[config.mk]
export PLATFORM = sky130hd
export DESIGN_NAME = counter_scheduler
export DESIGN_NICKNAME = d
export VERILOG_FILES = /design/src/rtl/counter_scheduler.sv
export SDC_FILE = /design/constraint.sdc
export NUM_CORES = 1
export LEC_CHECK = 0
export ABC_AREA = 1
export CAP_MARGIN = 10
export CORE_AREA = 5 5 107 109
export DETAILED_ROUTE_END_ITERATION = 10
export DIE_AREA = 0 0 112 114
export DONT_BUFFER_PORTS = 1
export PLACE_DENSITY_LB_ADDON = 0.1
export SLEW_MARGIN = 40
export SYNTH_ARGS = -nofsm -noshare
export SYNTH_HDL_FRONTEND = slang
export SYNTH_SLANG_ARGS = --single-unit
export TNS_END_PERCENT = 30
[constraint.sdc]
create_clock -name clk_i -period 4.2 [get_ports clk_i]
set_clock_uncertainty 0.15 [all_clocks]
set_input_delay 0.84 -clock clk_i [delete_from_list [all_inputs] [get_ports clk_i]]
set_output_delay 0.84 -clock clk_i [all_outputs]
set_load 0.03 [all_outputs]
[src/rtl/counter_scheduler.sv]
// rtl/counter_scheduler.sv - round-robin time-sharing of one tick counter among requesters
module counter_scheduler #(
  parameter int NUM_REQ = 4,
  parameter int CNT_W   = 28
) (
  input  logic                     clk_i,
  input  logic                     rst_n_i,
  input  logic                     tick_i,
  input  logic [NUM_REQ-1:0]       req_i,
  input  logic [NUM_REQ*CNT_W-1:0] target_i,
  output logic [NUM_REQ-1:0]       gnt_o,
  output logic [NUM_REQ-1:0]       done_o,
  output logic                     busy_o,
  output logic [CNT_W-1:0]         count_o
);

  localparam int OWN_W = (NUM_REQ > 1) ? $clog2(NUM_REQ) : 1;

  typedef enum logic [1:0] {
    S_IDLE = 2'd0,
    S_LOAD = 2'd1,
    S_RUN  = 2'd2,
    S_DONE = 2'd3
  } state_e;

  state_e             state_q, state_d;
  logic [OWN_W-1:0]   owner_q, owner_d;
  logic [OWN_W-1:0]   last_q, last_d;
  logic [CNT_W-1:0]   target_q, target_d;
  logic [CNT_W-1:0]   count_q, count_d;

  logic [CNT_W-1:0]   tgt_arr [NUM_REQ];
  logic               pick_found;
  logic [OWN_W-1:0]   pick_idx;
  logic [OWN_W-1:0]   cand_idx;
  int                 cand;
  logic [NUM_REQ-1:0] owner_oh;

  // Unpack the flattened target bus so a requester index selects its slice directly.
  for (genvar k = 0; k < NUM_REQ; k++) begin : g_tgt
    assign tgt_arr[k] = target_i[k*CNT_W +: CNT_W];
  end

  // Round-robin search starting just above the last owner, wrapping around.
  always_comb begin
    pick_found = 1'b0;
    pick_idx   = '0;
    cand       = 0;
    cand_idx   = '0;
    for (int i = 1; i <= NUM_REQ; i++) begin
      cand = int'(last_q) + i;
      if (cand >= NUM_REQ) cand = cand - NUM_REQ;
      cand_idx = OWN_W'(cand);
      if (!pick_found && req_i[cand_idx]) begin
        pick_found = 1'b1;
        pick_idx   = cand_idx;
      end
    end
  end

  // Next-state logic: grant, load, count ticks, pulse done, or abort when the owner withdraws.
  always_comb begin
    state_d  = state_q;
    owner_d  = owner_q;
    last_d   = last_q;
    target_d = target_q;
    count_d  = count_q;
    unique case (state_q)
      S_IDLE: begin
        if (pick_found) begin
          owner_d  = pick_idx;
          target_d = tgt_arr[pick_idx];
          state_d  = S_LOAD;
        end
      end
      S_LOAD: begin
        count_d = '0;
        if (!req_i[owner_q]) begin
          last_d  = owner_q;
          state_d = S_IDLE;
        end else begin
          state_d = S_RUN;
        end
      end
      S_RUN: begin
        if (!req_i[owner_q]) begin
          count_d = '0;
          last_d  = owner_q;
          state_d = S_IDLE;
        end else if (tick_i) begin
          // Compare before increment, so the counter never wraps.
          if (count_q == target_q) begin
            count_d = '0;
            state_d = S_DONE;
          end else begin
            count_d = count_q + 1'b1;
          end
        end
      end
      S_DONE: begin
        last_d  = owner_q;
        state_d = S_IDLE;
      end
      default: state_d = S_IDLE;
    endcase
  end

  // State registers; last owner resets to the top index so requester 0 wins first.
  always_ff @(posedge clk_i or negedge rst_n_i) begin
    if (!rst_n_i) begin
      state_q  <= S_IDLE;
      owner_q  <= '0;
      last_q   <= OWN_W'(NUM_REQ - 1);
      target_q <= '0;
      count_q  <= '0;
    end else begin
      state_q  <= state_d;
      owner_q  <= owner_d;
      last_q   <= last_d;
      target_q <= target_d;
      count_q  <= count_d;
    end
  end

  // Outputs are decoded from registered state, so they drop at once on reset.
  always_comb begin
    owner_oh = {{(NUM_REQ-1){1'b0}}, 1'b1} << owner_q;
    gnt_o    = ((state_q == S_LOAD) || (state_q == S_RUN)) ? owner_oh : '0;
    done_o   = (state_q == S_DONE) ? owner_oh : '0;
    busy_o   = (state_q == S_LOAD) || (state_q == S_RUN);
    count_o  = count_q;
  end

endmodule
# == Word-level counts from Yosys, hierarchy flattened ==
# Index checks and enable logic that the tools add are counted.
# totals
ff_bits,62
wordCells,88
inputBits,119
# op_classes
n_addsub,9
eq_ne,8
n_reduce_logical,15
muxes,39
shift,1
bitwise_logic,1
order_cmp,10
# ops
operator,count
2-to-1 mux 28 bit,5
binary-select mux 28 bit (select 2 bit),1
one-hot mux 28 bit (2 select lines),1
"adder 28 x 1 -> 28 bit, second input constant",1
== test 28 bit,1
2-to-1 mux 2 bit,14
"less-than comparator 2 x 3 -> 1 bit, second input constant",5
">= comparator 3 bit, second input constant",4
binary-select mux 1 bit (select 2 bit),5
2-to-1 mux 1 bit,9
2-to-1 mux 4 bit,2
one-hot mux 2 bit (4 select lines),1
"subtractor 2 x 1 -> 2 bit, second input constant",4
"adder 2 x 2 -> 3 bit, second input constant",2
"!= test 3 bit, second input constant",2
AND reduction 2 bit,3
"adder 2 x 3 -> 4 bit, second input constant",1
"== test 2 bit, second input constant",2
">= comparator 4 x 3 -> 1 bit, second input constant",1
"!= test 2 bit, second input constant",2
one-hot mux 2 bit (2 select lines),1
nonzero test 2 bit,2
"left shift 1 x 2 -> 4 bit, first input constant",1
"adder 2 x 1 -> 3 bit, second input constant",1
other kinds (8),12

# == Depth between registers and ports, before layout ==
# Gate-level depths: netlist (run 1).
# logic_depth
word_depth,19
ltp_mapped,16
mapped_depth_nobuf,14

# == Least setup slack after synthesis (run 1) ==
# OpenSTA, ideal clock, no wires.
# synth_path
path_type,reg2out
start,reg state_q[0]
end,out gnt_o[0]
arrival_ns,1.489
stages_incl_launch_ff,5
required_time_ns,3.210
slack_ns,1.721
cell_sequence,dfrtp_1 > inv_1 > ha_1 > inv_1 > nor2_1
# synth_between
elab_chain_cells,3
elab_cells_between_ends,4
cone_classes,eq/ne (2); mux (1); reduce/logical (1)
# synth_rtl
element,line,source
start: declaration,26,"state_e state_q, state_d;"
start signal: assignment,117,state_q <= state_d;
== test 2 x 1 -> 1 bit or == test 2 bit (tied branches),n/a,
logical OR 1 bit *,n/a,
named net busy_o,13,"output logic busy_o,"
2-to-1 mux 4 bit *,128,gnt_o = ((state_q == S_LOAD) || (state_q == S_RUN)) ? owner_oh : '0;
end: declaration,11,"output logic [NUM_REQ-1:0] gnt_o,"
# The timed path passes the listed nets; every way through them passes the cells marked *.

# == Worst setup path in the final report (run 1) ==
# layout_path
start,reg last_q[0]
end,reg target_q[6]
# layout_between
elab_chain_cells,19
elab_cells_between_ends,43
cone_classes,add/sub (8); order compare (4); mux (23); bitwise (1); reduce/logical (7)
# layout_rtl
element,line,source
start: declaration,28,"logic [OWN_W-1:0] last_q, last_d;"
start signal: assignment,113,last_q <= OWN_W'(NUM_REQ - 1);
start signal: assignment,119,last_q <= last_d;
adder 2 x 1 -> 3 bit,51,cand = int'(last_q) + i;
>= comparator 3 bit or subtractor 2 x 1 -> 2 bit (tied branches),52,if (cand >= NUM_REQ) cand = cand - NUM_REQ;
2-to-1 mux 2 bit,52,
binary-select mux 1 bit (select 2 bit),54,if (!pick_found && req_i[cand_idx]) begin
2-to-1 mux 1 bit (not written as such),54,
2-to-1 mux 1 bit,54,
zero test 1 bit,54,
logical AND 1 bit,54,
[2 not listed],n/a,
logical AND 1 bit,54,
2-to-1 mux 1 bit,54,
zero test 1 bit,54,
logical AND 1 bit,54,
2-to-1 mux 2 bit,54,
NOT 2 -> 3 bit (not written as such),72,target_d = tgt_arr[pick_idx];
binary-select mux 28 bit (select 2 bit),72,
2-to-1 mux 28 bit (not written as such) (2 in a row),72,
end signal: assignment,120,target_q <= target_d;
end: declaration,29,"logic [CNT_W-1:0] target_q, target_d;"
# Parallel ways exist; a longest one is shown, timed or not. The select of a mux whose other input is x is not followed.
# A chain may end at the register's enable or synchronous reset.

==> results of run 1 <==
[critical path: stages (launching register included)]
cell	delay (ns)
sky130_fd_sc_hd__dfstp_2	0.67
sky130_fd_sc_hd__inv_2	0.13
sky130_fd_sc_hd__nand2_1	0.13
sky130_fd_sc_hd__nand2_1	0.07
sky130_fd_sc_hd__nand2_1	0.08
sky130_fd_sc_hd__nand2_1	0.09
sky130_fd_sc_hd__nor2_4	0.16
sky130_fd_sc_hd__nand3_4	0.28
sky130_fd_sc_hd__nand2_2	0.59
sky130_fd_sc_hd__inv_1	0.37
sky130_fd_sc_hd__nand2_1	0.19
sky130_fd_sc_hd__nand2_1	0.06
[registers in the layout, summed over array words and instances, names as in the netlist]
| register | cells |
|---|---|
| count_o | 28 |
| target_q | 28 |
| last_q | 2 |
| owner_q | 2 |
| state_q | 2 |
[cell type report]
class / instances / share of cell area (%)
Clock inverter: 5 / 1.54
Timing Repair Buffer: 2 / 0.331
Multi-Input combinational cell: 589 / 53.2
Tap cell: 140 / 3.31
Sequential cell: 62 / 29.3
Clock buffer: 11 / 2.86
Inverter: 133 / 9.43
[final timing paths]
path / start / to / slack, ns / depth (start not counted)
hold / removal: rst_n_i / count_o[16]$_DFFE_PN0P_ / 0.03 / 0
setup / recovery: last_q[0]$_DFFE_PN1P_ / target_q[6]$_DFFE_PN0P_ / 1.10 / 11
hold reg to reg: target_q[13]$_DFFE_PN0P_ / target_q[13]$_DFFE_PN0P_ / 0.35 / 2
max in group asynchronous: rst_n_i / count_o[6]$_DFFE_PN0P_ / 2.99 / 1
min in group clk_i: target_q[13]$_DFFE_PN0P_ / target_q[13]$_DFFE_PN0P_ / 0.35 / 2
setup reg to reg: last_q[0]$_DFFE_PN1P_ / target_q[6]$_DFFE_PN0P_ / 1.10 / 11
[through the flow]
step / utilization [%] / hold slack, ns / cell area (sq um)
after global placement: 48.1 / 0.339 / 5050
after CTS: 50.3 / 0.0154 / 5290
after floorplan: - / 0.313 / 5040
after global routing: 50.4 / 0.00412 / 5300
final: 50.4 / 0.0349 / 5300
after detailed placement: 48.1 / 0.339 / 5050
[cell usage after synthesis (3+ instances only)]
master	count	area (sq um)
sky130_fd_sc_hd__inv_2	8	30.0
sky130_fd_sc_hd__nand2_1	273	1020
sky130_fd_sc_hd__buf_2	11	55.1
sky130_fd_sc_hd__nor2_1	72	270
sky130_fd_sc_hd__nand4_1	15	93.8
sky130_fd_sc_hd__nor3_1	13	65.1
sky130_fd_sc_hd__nand3_1	115	576
sky130_fd_sc_hd__o21ai_0	11	55.1
sky130_fd_sc_hd__ha_1	6	75.1
sky130_fd_sc_hd__or2_0	8	50.1
sky130_fd_sc_hd__dfrtp_1	60	1500
sky130_fd_sc_hd__or2_1	15	93.8
sky130_fd_sc_hd__xnor2_1	15	131
sky130_fd_sc_hd__nand2_2	6	37.5
sky130_fd_sc_hd__xor2_1	15	131
sky130_fd_sc_hd__or2_2	4	25.0
sky130_fd_sc_hd__buf_4	9	67.6
sky130_fd_sc_hd__inv_1	125	469
sky130_fd_sc_hd__nor2_4	4	45.0
sky130_fd_sc_hd__a21oi_1	6	30.0
sky130_fd_sc_hd__buf_6	3	33.8
[cell families (layout without fill, tap and decap cells)]
family	count (synthesis)	count (layout)
adders and majority gates	6	6
buffers and inverters	159	151
and+or+nand+nor	531	531
DFF	62	62
xor gates and xnor gates	30	30
AOI/OAI and AO/OA	22	22
[repair_timing]
item                                    CTS  global route
endpoints found under the hold margin     0             7
hold buffers                              0             1
endpoints found under the setup margin    0             0
[power breakdown]
part / switching (uW) / internal [uW] / leakage [uW]
Sequential: 188 / 802 / 0.000804
Clock: 249 / 366 / 0.000116
Combinational: 2070 / 904 / 0.00192
[per-layer routing]
layer	global-route usage [%]	share of wire [%]	vias up
met5	0	0	-
met4	6.97	1.8	0
met3	5.15	5.7	21
met2	34.5	44	175
met1	32.6	48	2177
li1	-	-	2459
==> qor.yml, run 1 <==
grt_pass1_wl_um: 23600
synthToLayoutAreaGrowth_pct: 5.09
setup_slack_ns: 1.10
timing.final.crit_period_ns: 3.10
h-tree-depth: 3
place.detailed.hpwl_um: 11200
muxShareOfSynthArea_pct: 0
cts.reportedPaths.clkPinSlew_ns: 0.07
synthesis.yosys.warnings: 0
power_density_nw_per_um2: 864
synth-compound-area-share_pct: 2.48
initial_standard_cell_utilization_of_the_core_pct: 48.0
layout_cell_share_with_drive_strength_beyond_1_pct: 5.86
clock_tree.root_cell: "sky130_fd_sc_hd__clkbuf_8"
antenna_left: 0
cts-resized-gates: 0
fraction_of_the_yosys_area_taken_by_sequential_cells_pct: 30.8
maxCapViolations: 0
cts-root-to-sink-buffers: 2
grt.overflow.total: 0
worst-slew-pin-transition_ns: 0.733
floorplan.die_area_sq_um: 12800
wirelength_um: 14300
mostFrequentLayoutCells: "273 x sky130_fd_sc_hd__nand2_1, 125 x sky130_fd_sc_hd__inv_1, 115 x sky130_fd_sc_hd__nand3_1"
buffer_ports.inserted: 0
initialDrtViolationCount: 379
slew_viol_final: 0
critical_path.startpoint_type: "register"
rsz0062_at_grt: "no"
route.vias.total: 4832
number_of_buffers_created_by_cts: 9
post_synth_instance_area_sq_um: 5040
synthArstFlopShare_pct: 100
setup.worst_path.end_class: "register"
final_hold_viol_count: 0
final-seq-area_sq_um: 1550
ir_worst_vdd_mv: 0.542
finalSetupTns_ns: 0
n_antenna_cell: 0
core_area_sq_um: 10500
final-setup-viol-count: 0
tritoncts_clock_tree: "yes"
globalplace.congestion: 0.929
criticalPathCategory: "register to register"
post_cts.repair.setup_buffers: 0
dieWidth_um: 112
clock-sinks: 62
layout.cells.non_filler: 942
place_inst: 925
fin_crit_sh_pct: 73.9
holdCritPathClass: "input pin to asynchronous set/reset pin"
drt-wirelength-per-cell_um: 15.2
synth_top_family_by_area: "simple AND/OR/NAND/NOR gates"
detail_route.first_pass.iterations: 6
fraction_of_the_mapped_netlist_area_in_simple_logic_gates_pct: 46.7
clock_insertion_delay_worst_skew_ns: 0.35
via_count_of_the_first_global_routing_pass: 4689
timing.critical_path.fanout_max: 32
drt-vias-per-instance: 5.13
synth_xor_area_share_pct: 5.21
synthFlopType: "sky130_fd_sc_hd__dfrtp_1"
final_common_cell: "sky130_fd_sc_hd__nand2_1"
netlist-cell-type-count: 32
fin_total_pwr_uw: 4580
multiInputGateArea_sq_um: 2820
grt_start_max_net_pins: 80
pre_cts_slack_ns: 1.06
floorplan.io_pins: 156
postSynthNetCount: 935
number_of_drc_violations_after_detailed_routing: 0
critical_path_required_ns: 4.28
worst_ep_arrival_time_ns: 3.18
std_cell_rows: 38
grt_antenna_before_repair: 0
outcome: "completed"
max_freq_mhz: 322
syn_area_per_cell_sq_um: 6.22
ys_seq_elements: 62
synth_enable_flop_cells: 0
finalNetCount: 922
synth-adder-area-share_pct: 1.49
post_synth_inst_count: 810
layout.filler_cells: 1092
grt.total_usage_pct: 22.8
die_h_um: 114
maxSlewHeadroom_pct: 51.2
power.leakage_uw: 0.00284
(Power assumes the default switching activity.)
==> run 2, diff against run 1 <==
==> constraint.sdc (replaced) <==
create_clock -name clk_i -period 3 [get_ports clk_i]
set_clock_uncertainty 0.15 [all_clocks]
set_input_delay 0.6 -clock clk_i [delete_from_list [all_inputs] [get_ports clk_i]]
set_output_delay 0.6 -clock clk_i [all_outputs]
set_load 0.03 [all_outputs]
==> run 2 against run 1 <==
Net effect:
- cell count grew 2.2%
- sequential power up 39%
- register-to-register slack got worse by 0.69 ns
- first-iteration DRC count fell by 16%
- design area up 2.6%
- highest routed layer unchanged
- worst hold slack improved by 0.28 ns
- via count up 1.8%
- combinational power grew 46%
- die area unchanged
- core utilization grew 1.3 points
- global-route usage up 0.56 points
- routed wire length rose by 1.9%
==> qor.yml, run 2 (synthesis gave the netlist of run 1 again) <==
detail_route.first_pass.iterations: 4  # was 6
worst_ep_arrival_time_ns: 2.00  # was 3.18 ns
die_h_um: 114  # unchanged
ir_worst_vdd_mv: 0.691  # was 0.542 mV
worst-slew-pin-transition_ns: 0.563  # was 0.733 ns
drt-vias-per-instance: 5.11  # was 5.13
number_of_drc_violations_after_detailed_routing: 0  # unchanged
whs_path_depth: 4
clock-sinks: 62  # unchanged
mostFrequentLayoutCells: "273 x sky130_fd_sc_hd__nand2_1, 125 x sky130_fd_sc_hd__inv_1, 115 x sky130_fd_sc_hd__nand3_1"  # unchanged
grt.overflow.total: 0  # unchanged
power.leakage_uw: 0.00294  # was 0.00284 uW
worstReg2RegEnd: "target_q[18]$_DFFE_PN0P_"  # was target_q[6]$_DFFE_PN0P_
rsz0062_at_grt: "no"  # unchanged
dieWidth_um: 112  # unchanged
critical_path.startpoint_type: "register"  # unchanged
critical_path_required_ns: 2.25  # was 4.28 ns
timing.final.crit_period_ns: 2.75
number_of_buffers_created_by_cts: 9  # unchanged
outcome: "completed"  # unchanged
layout.filler_cells: 1108  # was 1092
initial_standard_cell_utilization_of_the_core_pct: 48.0  # unchanged
grt_pass1_wl_um: 24100  # was 23600 um
buffer_ports.inserted: 0  # unchanged
place_inst: 945  # was 925
worstRegToRegCells: 14  # was 11
initialDrtViolationCount: 319  # was 379
max_freq_mhz: 364
wirelength_um: 14600  # was 14300 um
n_antenna_cell: 0  # unchanged
clock_tree.root_cell: "sky130_fd_sc_hd__clkbuf_8"  # unchanged
clock_insertion_delay_worst_skew_ns: 0.35  # about the same
slew_viol_final: 0  # unchanged
fin_crit_sh_pct: 91.5
maxSlewHeadroom_pct: 62.1  # was 51.2%
min_to: "target_q[17]$_DFFE_PN0P_"
antenna_left: 0  # unchanged
power_density_nw_per_um2: 1180  # was 864 nW/um^2
cts-root-to-sink-buffers: 2  # unchanged
std_cell_rows: 38  # unchanged
floorplan.die_area_sq_um: 12800  # unchanged
finalSetupTns_ns: 0  # unchanged
setup.worst_path.end_class: "output pin"  # was register
cts-resized-gates: 0  # unchanged
floorplan.io_pins: 156  # unchanged
place.detailed.hpwl_um: 11500  # was 11200 um
drt-wirelength-per-cell_um: 15.2  # about the same
holdWs_ns: 0.318  # was 0.0349 ns
holdCritStartpoint: "target_i[45]"
globalplace.congestion: 0.890  # was 0.929
layout_cell_share_with_drive_strength_beyond_1_pct: 8.26  # was 5.86%
core_area_sq_um: 10500  # unchanged
final-setup-viol-count: 0  # unchanged
timing.critical_path.fanout_max: 4  # was 32
final_common_cell: "sky130_fd_sc_hd__nand2_1"  # unchanged
via_count_of_the_first_global_routing_pass: 4804  # was 4689
grt.total_usage_pct: 23.3  # was 22.8%
criticalPathCategory: "register to output pin"  # was register to register
setup.reg_to_reg.worst_slack_ns: 0.41  # was 1.10 ns
cts.reportedPaths.clkPinSlew_ns: 0.08  # was 0.07 ns
route.vias.total: 4919  # was 4832
holdCritPathClass: "input pin to register"  # was input pin to asynchronous set/reset pin
maxCapViolations: 0  # unchanged
tritoncts_clock_tree: "yes"  # unchanged
final_hold_viol_count: 0  # unchanged
finalNetCount: 943  # was 922
h-tree-depth: 3  # unchanged
grt_antenna_before_repair: 0  # unchanged
grt_start_max_net_pins: 63  # was 80
layout.cells.non_filler: 963  # was 942
critical_path.reg2reg.startpoint: "last_q[0]$_DFFE_PN1P_"  # unchanged
synthToLayoutAreaGrowth_pct: 7.85  # was 5.09%
==> run 2: changes by cell type in the layout (fill, tap and decap cells not counted) <==
| cell | previous run | this run |
|---|---|---|
| sky130_fd_sc_hd__buf_12 | 0 | 1 |
| sky130_fd_sc_hd__buf_16 | 0 | 1 |
| sky130_fd_sc_hd__buf_4 | 1 | 20 |
| sky130_fd_sc_hd__bufinv_16 | 2 | 0 |
| sky130_fd_sc_hd__clkbuf_8 | 11 | 10 |
| sky130_fd_sc_hd__clkinv_2 | 1 | 2 |
| sky130_fd_sc_hd__inv_6 | 0 | 2 |
==> run 2: layout make-up <==
cell class	count	area [sq um]	share of cell area, %
Clock buffer	10	138	2.53
Clock inverter	6	43.8	0.806
Inverter	133	499	9.19
Tap cell	140	175	3.22
Timing Repair Buffer	23	208	3.82
Sequential cell	62	1550	28.6
Multi-Input combinational cell	589	2820	51.8
==> run 2: layer usage <==
metal  track usage [%]  wire [um]
met5                 0          0
met2              34.7       6420
met4              8.49        308
met3              4.93        951
met1              33.5       6920
==> run 2: power breakdown <==
part	leakage (uW)	internal [uW]	switching, uW	total [uW]
clock network	0.0000930	326	370	697
logic	0.00205	1380	2970	4350
registers	0.000804	1120	254	1380
total	0.00294	2830	3590	6420
==> run 2: repair_timing <==
| action | in CTS | in global routing |
|---|---|---|
| hold buffers | 2 | 0 |
| setup buffers | 0 | 0 |
| endpoints found under the hold margin | 62 | 0 |
==> run 2: worst max path at each step <==
stage,from,to,slack (ns),cells after the start
global route,state_q[1]$_DFFE_PN0P_,gnt_o[1],0.14,4
CTS,state_q[1]$_DFFE_PN0P_,gnt_o[1],0.24,4
floorplan,state_q[0]$_DFFE_PN0P_,gnt_o[0],0.76,4
finish,state_q[1]$_DFFE_PN0P_,gnt_o[1],0.25,4
global placement,last_q[0]$_DFFE_PN1P_,target_q[14]$_DFFE_PN0P_,0.45,14
detailed placement,last_q[0]$_DFFE_PN1P_,target_q[14]$_DFFE_PN0P_,0.43,14
==> run 2: stage by stage <==
| step | setup slack, ns | instance area (sq um) | power [uW] | utilization, % |
|---|---|---|---|---|
| after floorplan | 0.761 | 5040 | 4920 | - |
| after global placement | 0.454 | 5220 | 5650 | 49.6 |
| after detailed placement | 0.431 | 5220 | 5740 | 49.6 |
| after CTS | 0.244 | 5440 | 6470 | 51.7 |
| after global routing | 0.144 | 5440 | 7120 | 51.7 |
| final | 0.255 | 5440 | 6420 | 51.7 |
==> run 2: critical path, stage by stage, from the launching register on <==
cell                      delay, ns
sky130_fd_sc_hd__dfrtp_1       0.43
sky130_fd_sc_hd__inv_1         0.10
sky130_fd_sc_hd__ha_1          0.50
sky130_fd_sc_hd__inv_1         0.14
sky130_fd_sc_hd__nor2_1        0.47
